<file path="src/rtl/sdram_bank_tracker.sv">
// sdram_bank_tracker: open flag and open row for each of the four banks.
//   clk, rst    : clock and synchronous active-low reset (closes all banks)
//   act_en      : ACTIVE this cycle; opens 'bank' with row 'row_in'
//   pre_en      : PRECHARGE this cycle; closes 'bank', or all when pre_all
//   bank        : bank addressed by the current command (also lookup index)
//   bank_open   : open flag of 'bank'
//   bank_row    : row last activated in 'bank'
//   any_open    : at least one bank is open
module sdram_bank_tracker (
  input  logic        clk,
  input  logic        rst,
  input  logic        act_en,
  input  logic        pre_en,
  input  logic        pre_all,
  input  logic [1:0]  bank,
  input  logic [11:0] row_in,
  output logic        bank_open,
  output logic [11:0] bank_row,
  output logic        any_open
);

  logic [3:0]  open_q;
  logic [11:0] row_q [4];

  // Open flags: ACTIVE opens one bank, PRECHARGE closes one bank or all.
  always_ff @(posedge clk) begin
    if (!rst) begin
      open_q <= '0;
    end else if (act_en) begin
      open_q[bank] <= 1'b1;
    end else if (pre_en) begin
      if (pre_all) open_q <= '0;
      else         open_q[bank] <= 1'b0;
    end
  end

  // Row registers only matter while the bank is open, so they need no reset.
  always_ff @(posedge clk) begin
    if (act_en) row_q[bank] <= row_in;
  end

  assign bank_open = open_q[bank];
  assign bank_row  = row_q[bank];
  assign any_open  = |open_q;

endmodule

</file>
<file path="config.mk">
export PLATFORM = sky130hd
export DESIGN_NAME = sdram_bank_tracker
export DESIGN_NICKNAME = d
export VERILOG_FILES = /design/src/rtl/sdram_bank_tracker.sv
export SDC_FILE = /design/constraint.sdc
export NUM_CORES = 1
export LEC_CHECK = 0
export ABC_CLOCK_PERIOD_IN_PS = 3160
export CELL_PAD_IN_SITES_DETAIL_PLACEMENT = 1
export CELL_PAD_IN_SITES_GLOBAL_PLACEMENT = 1
export CORE_ASPECT_RATIO = 1.1
export CORE_UTILIZATION = 48
export DETAILED_ROUTE_END_ITERATION = 8
export PLACE_DENSITY = 0.89
export SYNTH_ARGS = -nofsm -noshare
export SYNTH_HDL_FRONTEND = slang
export SYNTH_SLANG_ARGS = --single-unit
</file>
<file path="constraint.sdc">
create_clock -name clk -period 3.16 [get_ports clk]
set_input_delay 0.474 -clock clk [delete_from_list [all_inputs] [get_ports clk]]
set_output_delay 0.474 -clock clk [all_outputs]
set_load 0.03 [all_outputs]
</file>
After elaboration in Yosys (flattened, before gate mapping)
Memories as Yosys holds them, arrays and structs flattened.
Index checks and enable logic that the tools add are counted.
{"block": "totals", "ram_bits": 48, "in_bits": 19, "output_inout_bits": 14, "word_cells": 19, "ff_bits": 4, "mem_count": 1}
{"block": "op_classes", "n_lt_le_gt_ge": 2, "reduce_logical": 3, "bitwise": 3, "mux": 9}
{"memory": "row_q", "depth": 4, "width": 12, "rd": 1, "rd_ports_with_merged_regs": 0, "wr": 1, "line_no": "23", "rtl": "logic [11:0] row_q [4];"}
{"op": "$mux W4", "count": 3}
{"op": "$and A4 B4 Y4", "count": 1}
{"op": "$mux W1", "count": 4}
{"op": "$not A4 Y4", "count": 1}
{"op": "$or A4 B4 Y4", "count": 1}
{"op": "$reduce_or A4 Y1", "count": 1}
{"op": "$lt A2 B3 Y1 const B", "count": 1}
{"op": "$bmux W1 S2", "count": 1}
{"op": "$demux W1 S2", "count": 1}
{"op": "$ge A2 B1 Y1 const B", "count": 1}
{"op": "$reduce_bool A2 Y1", "count": 1}
{"op": "$logic_and A1 B1 Y1", "count": 1}

Longest topological paths before layout
Gate-level depths: netlist of the first run.
{"block": "logic_depth", "depth_word": 9, "ltp_mapped": 5, "ltp_nobuf": 3}

Worst setup path after synthesis of the first run
OpenSTA, ideal clock, no wires.
{"block": "synth_timing", "kind": "input to output", "startpoint": "input bank[0]", "endpoint": "output bank_row[10]", "n_path_buf": 2, "arrival_ps": 1331, "cell_stages": 3, "setup_slack_ps": 1355, "cell_sequence": "buf_6 -> buf_12 -> mux4_2"}
{"block": "synth_via", "elab_chain_cells": 1}
{"item": "start: declaration", "line_no": "15", "rtl": "input logic [1:0] bank,"}
{"item": "$mem_v2 Z4 W12"}
{"item": "end: declaration", "line_no": "18", "rtl": "output logic [11:0] bank_row,"}
Every way passes these cells.

Worst setup path after layout of the first run
{"block": "layout_timing", "startpoint": "input bank[0]", "endpoint": "output bank_row[11]"}
The elaborated chain is that of the path after synthesis.

==> impl_results.md, run 1 <==
* Mapped Nets at 113
* Vias per cell at 5.49
* Postcts setup bufs at 0
* DP HPWL at 2460 um
* Pleak at 0.854 nW
* Crit path max fanout at 19
* Initial core utilization at 0.507
* # resized after CTS at 0
* Drt drc at 0
* Final WS setup at 0.298 ns
* Power Dens Cells at 565 nW/um^2
* Tot GR Track Use at 0.185
* Fmax at 349 MHz
* Number of synthesized flops with an enable pin at 48
* Die Y at 70.4 um
* Hold buffers post-CTS at 0
* Synthesized area at 2040 sq um
* Setup TNS at 0 ns
* Via count at 1010
* Pre-CTS setup slack at 0.278 ns
* Req. time, crit path at 2.69 ns
* Arr. time, crit path at 2.39 ns
* # fillers at 355
* CTS buffer count at 5
* DIE WIDTH at 64.2 um
* WL per Instance at 20.2 um
* Site row count at 24
* Tcrit/Tclk final at 0.906
* Initial antenna violation count at 0
* Peak supply drop at 490 uV
* Maxcap violations at 0
* Status: finished clean
* Worst path slowest cell: clkdlybuf4s50_1
* Seq cells post-synth at 52
* IO buf count at 32
* Main synth FF type: edfxtp_1
* Gpl congestion at 0.669
* Die area at 4520 sq um
* R2R cell count at 2
* Final cell count without fillers at 184
* Synth-to-Final Area Change at 23.9%
* Final hold viol count at 0
* # H-tree levels at 2
* CP max stage delay at 0.64 ns
* Crit end category: primary output
* Clock Skew at 0 ns
* FFs w/ async S/R, synth at 0
* Worst slew margin at 0.544
* RSZ-0062 raised after global routing: no
* Most used cell, CP: clkdlybuf4s50_1
* Layout Nets at 150
* Total gr overflow at 0
* Gate Count Post-Synth at 94
* IO Count at 33
* First-pass GRT wire length at 5760 um
* Final WL at 3710 um
* Share of post-route cells with drive strength above 1 at 0.121
* Root buffer cell: clkbuf_8
* Largest net degree at the start of global routing at 20
* Worst-path clk slew at 0.09 ns
* DRT Pass-1 Iters at 4
* Crit path launch type: primary input
* Vias in the first global route at 1133
* Antenna diode count at 0
* Syn Area/Cell at 21.7 sq um
* CP Cell Sequence: clkdlybuf4s50_1, buf_12, mux4_1, clkdlybuf4s50_1
* Core Area at 4020 sq um
* 1st-iter DRT viols at 19
* Setup Viol. Count Final at 0
* Clk sink count at 52
* CTS tree: yes
* Skew-Pair Late Insertion Delay at 0.31 ns
* Crit Path Class: primary input to primary output
* Worst Tran Pin Value at 0.684 ns
* Worst hold path stage count at 2
* Maximum root-to-sink buffer count at 2
* Final Max Slew Viols at 0
* Warnings from Yosys at 0
* Antenna-violating nets left at 0
* Worst Hold Class: flop to flop
* Cell total after placement at 176
* Post-synthesis sequential area ratio at 0.746
* Fin crit period at 2.86 ns
* Distinct cell type count after synthesis at 21
[layout by cell type, fill, tap and decap left out]
cell type and n:
clkbuf_8 5, buf_4 1, inv_8 1, o21ai_0 4, bufinv_16 1, and3_1 1
nor2_1 4, clkdlybuf4s50_1 32, and2_1 3, nor3_1 3, or4_1 1, a211oi_1 1
nor2b_1 1, edfxtp_1 48, mux4_1 8, inv_6 1, nor2b_4 1, a21o_1 1
dfxtp_1 4, buf_12 1, a21oi_1 1, and2b_1 1, o21a_1 3, mux4_2 5
[flip-flops by register name (all words and copies together) (netlist names)]
signal  flops
open_q      4
row_q      48
[where the power goes]
| part | switching (mW) | total, mW | leakage (nW) | internal [mW] |
|---|---|---|---|---|
| sequential | 0.00905 | 0.795 | 0.473 | 0.786 |
| combinational | 0.0856 | 0.166 | 0.320 | 0.0805 |
| clock | 0.223 | 0.467 | 0.0607 | 0.244 |
| total | 0.317 | 1.43 | 0.854 | 1.11 |
[worst max-delay path: cells and delay by family]
kind | cells | cell delay, ns
buffers and inverters | 3 | 1.32
multiplexers | 1 | 0.59
[stage by stage]
stage | hold WS, ns | power (mW) | utilization | cell area, sq um
final | 0.543 | 1.43 | 0.628 | 2530
after CTS | 0.537 | 1.44 | 0.628 | 2530
after global routing | 0.578 | 1.46 | 0.628 | 2530
after detailed placement | 0.524 | 0.978 | 0.599 | 2410
after floorplan | 0.489 | 0.899 | - | 2040
after global placement | 0.500 | 0.968 | 0.599 | 2410
[layer usage]
metal,share of wire,vias up,GRT usage
met5,0,-,0
met4,0.024,0,0.0988
met3,0.031,6,0.0539
met2,0.52,19,0.317
met1,0.42,517,0.207
li1,-,468,-
[final cells by class]
class,instances,area [sq um],area share
clock inverter,3,50.0,0.0198
tap,52,65.1,0.0257
clock buffer,5,68.8,0.0272
multi-input combinational,38,475,0.188
timing repair buffer,34,348,0.138
sequential,52,1520,0.602
[worst paths after layout]
path	startpoint	end	slack [ns]
hold reg to reg	open_q[1]$_SDFFE_PN0P_	open_q[1]$_SDFFE_PN0P_	0.54
hold / removal	open_q[1]$_SDFFE_PN0P_	open_q[1]$_SDFFE_PN0P_	0.54
setup reg to reg	open_q[3]$_SDFFE_PN0P_	open_q[3]$_SDFFE_PN0P_	2.39
setup / recovery	bank[0]	bank_row[11]	0.30
[kinds of logic (layout without fill, tap and decap cells)]
kind of cell	after synthesis	after routing	synth area share
DFF	52	52	0.746
and+or+nand+nor	15	15	0.0441
buffers and inverters	4	42	0.0215
AOI/OAI and AO/OA	10	10	0.0307
muxes	13	13	0.158
[synth_stat cells, types with 3 or more instances]
master    number  area [sq um]
dfxtp_1        4          80.1
nor3_1         3          15.0
o21a_1         3          22.5
nor2_1         4          15.0
mux4_1         8           210
o21ai_0        4          20.0
and2_1         3          18.8
mux4_2         5           113
edfxtp_1      48          1440
No activity file was read; power rests on OpenSTA's default activity.
==> inputs of run 2 (changes only) <==
--- a/config.mk
+++ b/config.mk
@@ -11,6 +11,7 @@
 export CORE_ASPECT_RATIO = 1.1
 export CORE_UTILIZATION = 48
 export DETAILED_ROUTE_END_ITERATION = 8
+export MAX_ROUTING_LAYER = met4
 export PLACE_DENSITY = 0.89
 export SYNTH_ARGS = -nofsm -noshare
 export SYNTH_HDL_FRONTEND = slang
==> run 2 against run 1 <==
  * Routed wire length fell by 0.11%
  * Total power about the same
  * Utilization did not move
  * Non-clock buffer count stayed put
  * Clock skew unchanged
  * Final cell count unchanged
  * Sequential share of layout area is the same
  * Critical path type unchanged
  * Critical endpoint unchanged
  * Largest power group unchanged
==> impl_results.md, run 2 (same netlist as run 1, synthesis figures left out) <==
* Most frequent cells in the layout: edfxtp_1 (48), clkdlybuf4s50_1 (32), mux4_1 (8) (unchanged)
* Site row count at 24 (unchanged)
* Tcrit/Tclk final at 0.905 (was 0.906)
* Setup TNS at 0 ns (unchanged)
* DIE WIDTH at 64.2 um (unchanged)
* RSZ-0062 raised after global routing: no (unchanged)
* Final Max Slew Viols at 0 (unchanged)
* Beginning of the critical path: bank[0] (unchanged)
* Worst Tran Pin Value at 0.677 ns (was 0.684 ns)
* Antenna diode count at 0 (unchanged)
* Req. time, crit path at 2.69 ns (about the same)
* First-pass GRT wire length at 5750 um (was 5760 um)
* Postcts setup bufs at 0 (unchanged)
* Antenna-violating nets left at 0 (unchanged)
* R2R cell count at 2 (unchanged)
* Fmax at 350 MHz (was 349 MHz)
* Initial core utilization at 0.507 (unchanged)
* Worst hold path stage count at 2 (unchanged)
* DRT Pass-1 Iters at 4 (unchanged)
* WL per Instance at 20.2 um (about the same)
* Min-delay src: open_q[1]$_SDFFE_PN0P_ (unchanged)
* Maxcap violations at 0 (unchanged)
* Commonest non-fill, non-tap cell in the layout: edfxtp_1 (unchanged)
* # H-tree levels at 2 (unchanged)
* Vias per cell at 5.47 (was 5.49)
* Vias in the first global route at 1137 (was 1133)
* DP HPWL at 2460 um (unchanged)
* # fillers at 355 (unchanged)
* Final hold viol count at 0 (unchanged)
* Utilization after layout at 0.628 (unchanged)
* Final WL at 3710 um (about the same)
* IO Count at 33 (unchanged)
* Power Dens Cells at 565 nW/um^2 (about the same)
* CP Cell Sequence: clkdlybuf4s50_1, buf_12, mux4_1, clkdlybuf4s50_1 (unchanged)
* Layout Nets at 150 (unchanged)
* Die area at 4520 sq um (unchanged)
* Setup Viol. Count Final at 0 (unchanged)
* Worst slew margin at 0.549 (was 0.544)
* Tot GR Track Use at 0.191 (was 0.185)
* Status: finished clean (unchanged)
* Clock power share at 0.327 (about the same)
* Top Registers: row_q x48, open_q x4 (unchanged)
* Clk sink count at 52 (unchanged)
* Initial antenna violation count at 0 (unchanged)
* Combinational power share at 0.116 (about the same)
* CTS tree: yes (unchanged)
* CP max stage delay at 0.64 ns (about the same)
* Share of post-route cells with drive strength above 1 at 0.121 (unchanged)
* CTS buffer count at 5 (unchanged)
* Total power at 1.43 mW (about the same)
* Synth-to-Final Area Change at 23.9% (unchanged)
* # resized after CTS at 0 (unchanged)
* Worst Hold Class: flop to flop (unchanged)
* Placed inst area at 2410 sq um (unchanged)
* Via count at 1007 (was 1010)
* 1st-iter DRT viols at 25 (was 19)
* Skew-Pair Late Insertion Delay at 0.31 ns (about the same)
* Peak supply drop at 492 uV (was 490 uV)
* Fin area at 2530 sq um (unchanged)
* Clock Skew at 0 ns (unchanged)
* Hold buffers post-CTS at 0 (unchanged)
* IO buf count at 32 (unchanged)
* Fin crit period at 2.86 ns (about the same)
* Drt drc at 0 (unchanged)
* Most flop-heavy register: row_q (unchanged)
* Sw frac at 0.223 (was 0.222)
* Worst path slowest cell: clkdlybuf4s50_1 (unchanged)
* Storage cell area at 1520 sq um (unchanged)
* Setup slack, reg-to-reg at 2.40 ns (was 2.39 ns)
* Max FFs per register at 48 (unchanged)
* Launching point of the worst reg2reg path: open_q[3]$_SDFFE_PN0P_ (unchanged)
* Flop pwr share at 0.556 (was 0.557)
* Crit path max fanout at 19 (unchanged)
* Crit end category: primary output (unchanged)
* Gpl congestion at 0.675 (was 0.669)
* Pleak at 0.854 nW (unchanged)
* Core Area at 4020 sq um (unchanged)
* Arr. time, crit path at 2.39 ns (about the same)
* Die Y at 70.4 um (unchanged)
* Maximum root-to-sink buffer count at 2 (unchanged)
* Area occupied by multi-input gates at 475 sq um (unchanged)
* Crit Path Class: primary input to primary output (unchanged)
* Root buffer cell: clkbuf_8 (unchanged)
* Crit path launch type: primary input (unchanged)
* Largest net degree at the start of global routing at 20 (unchanged)
* P_int at 1.11 mW (about the same)
* Most used cell, CP: clkdlybuf4s50_1 (unchanged)
* Sw power at 318 uW (was 317 uW)
* Total gr overflow at 0 (unchanged)
* Worst-path clk slew at 0.09 ns (about the same)
## run 2: cell counts in the layout (fill, tap and decap cells not counted)
Identical to the previous run, type by type.
## run 2: power by group through the flow
stage,combinational (mW),sequential [mW],clock [mW]
4_1_cts,0.168,0.795,0.477
3_3_place_gp,0.161,0.807,0
5_1_grt,0.174,0.798,0.492
3_5_place_dp,0.167,0.811,0
6_report,0.166,0.795,0.468
2_1_floorplan,0.0931,0.806,0
## run 2: per-layer routing
| metal | track usage | wire length [um] | part of all wire | vias to the layer above |
|---|---|---|---|---|
| met5 | - | 0 | 0 | - |
| met4 | 0.0988 | 74 | 0.020 | 0 |
| met3 | 0.0507 | 129 | 0.035 | 5 |
| met2 | 0.317 | 1940 | 0.52 | 25 |
| met1 | 0.209 | 1560 | 0.42 | 507 |
| li1 | - | - | - | 470 |
## run 2: path summary, 6_finish.rpt
path	end
max	bank_row[11]
min	open_q[1]$_SDFFE_PN0P_
max reg2reg	open_q[3]$_SDFFE_PN0P_
min reg2reg	open_q[1]$_SDFFE_PN0P_
## run 2: stage by stage
stage	hold WS, ns	setup WS (ns)	std cells
global route	0.578	0.261	184
floorplan	0.489	1.36	94
finish	0.536	0.299	184
CTS	0.537	0.281	184
global placement	0.500	0.322	176
detailed placement	0.524	0.278	176
## run 2: area by class of cell
type,count,share of cell area
sequential,52,0.602
multi-input combinational,38,0.188
timing repair buffer,34,0.138
clock buffer,5,0.0272
tap,52,0.0257
clock inverter,3,0.0198
## run 2: worst max-delay path: cells and delay by family
family,cells,cell delay (ns)
buffers and inverters,3,1.32
multiplexers,1,0.59
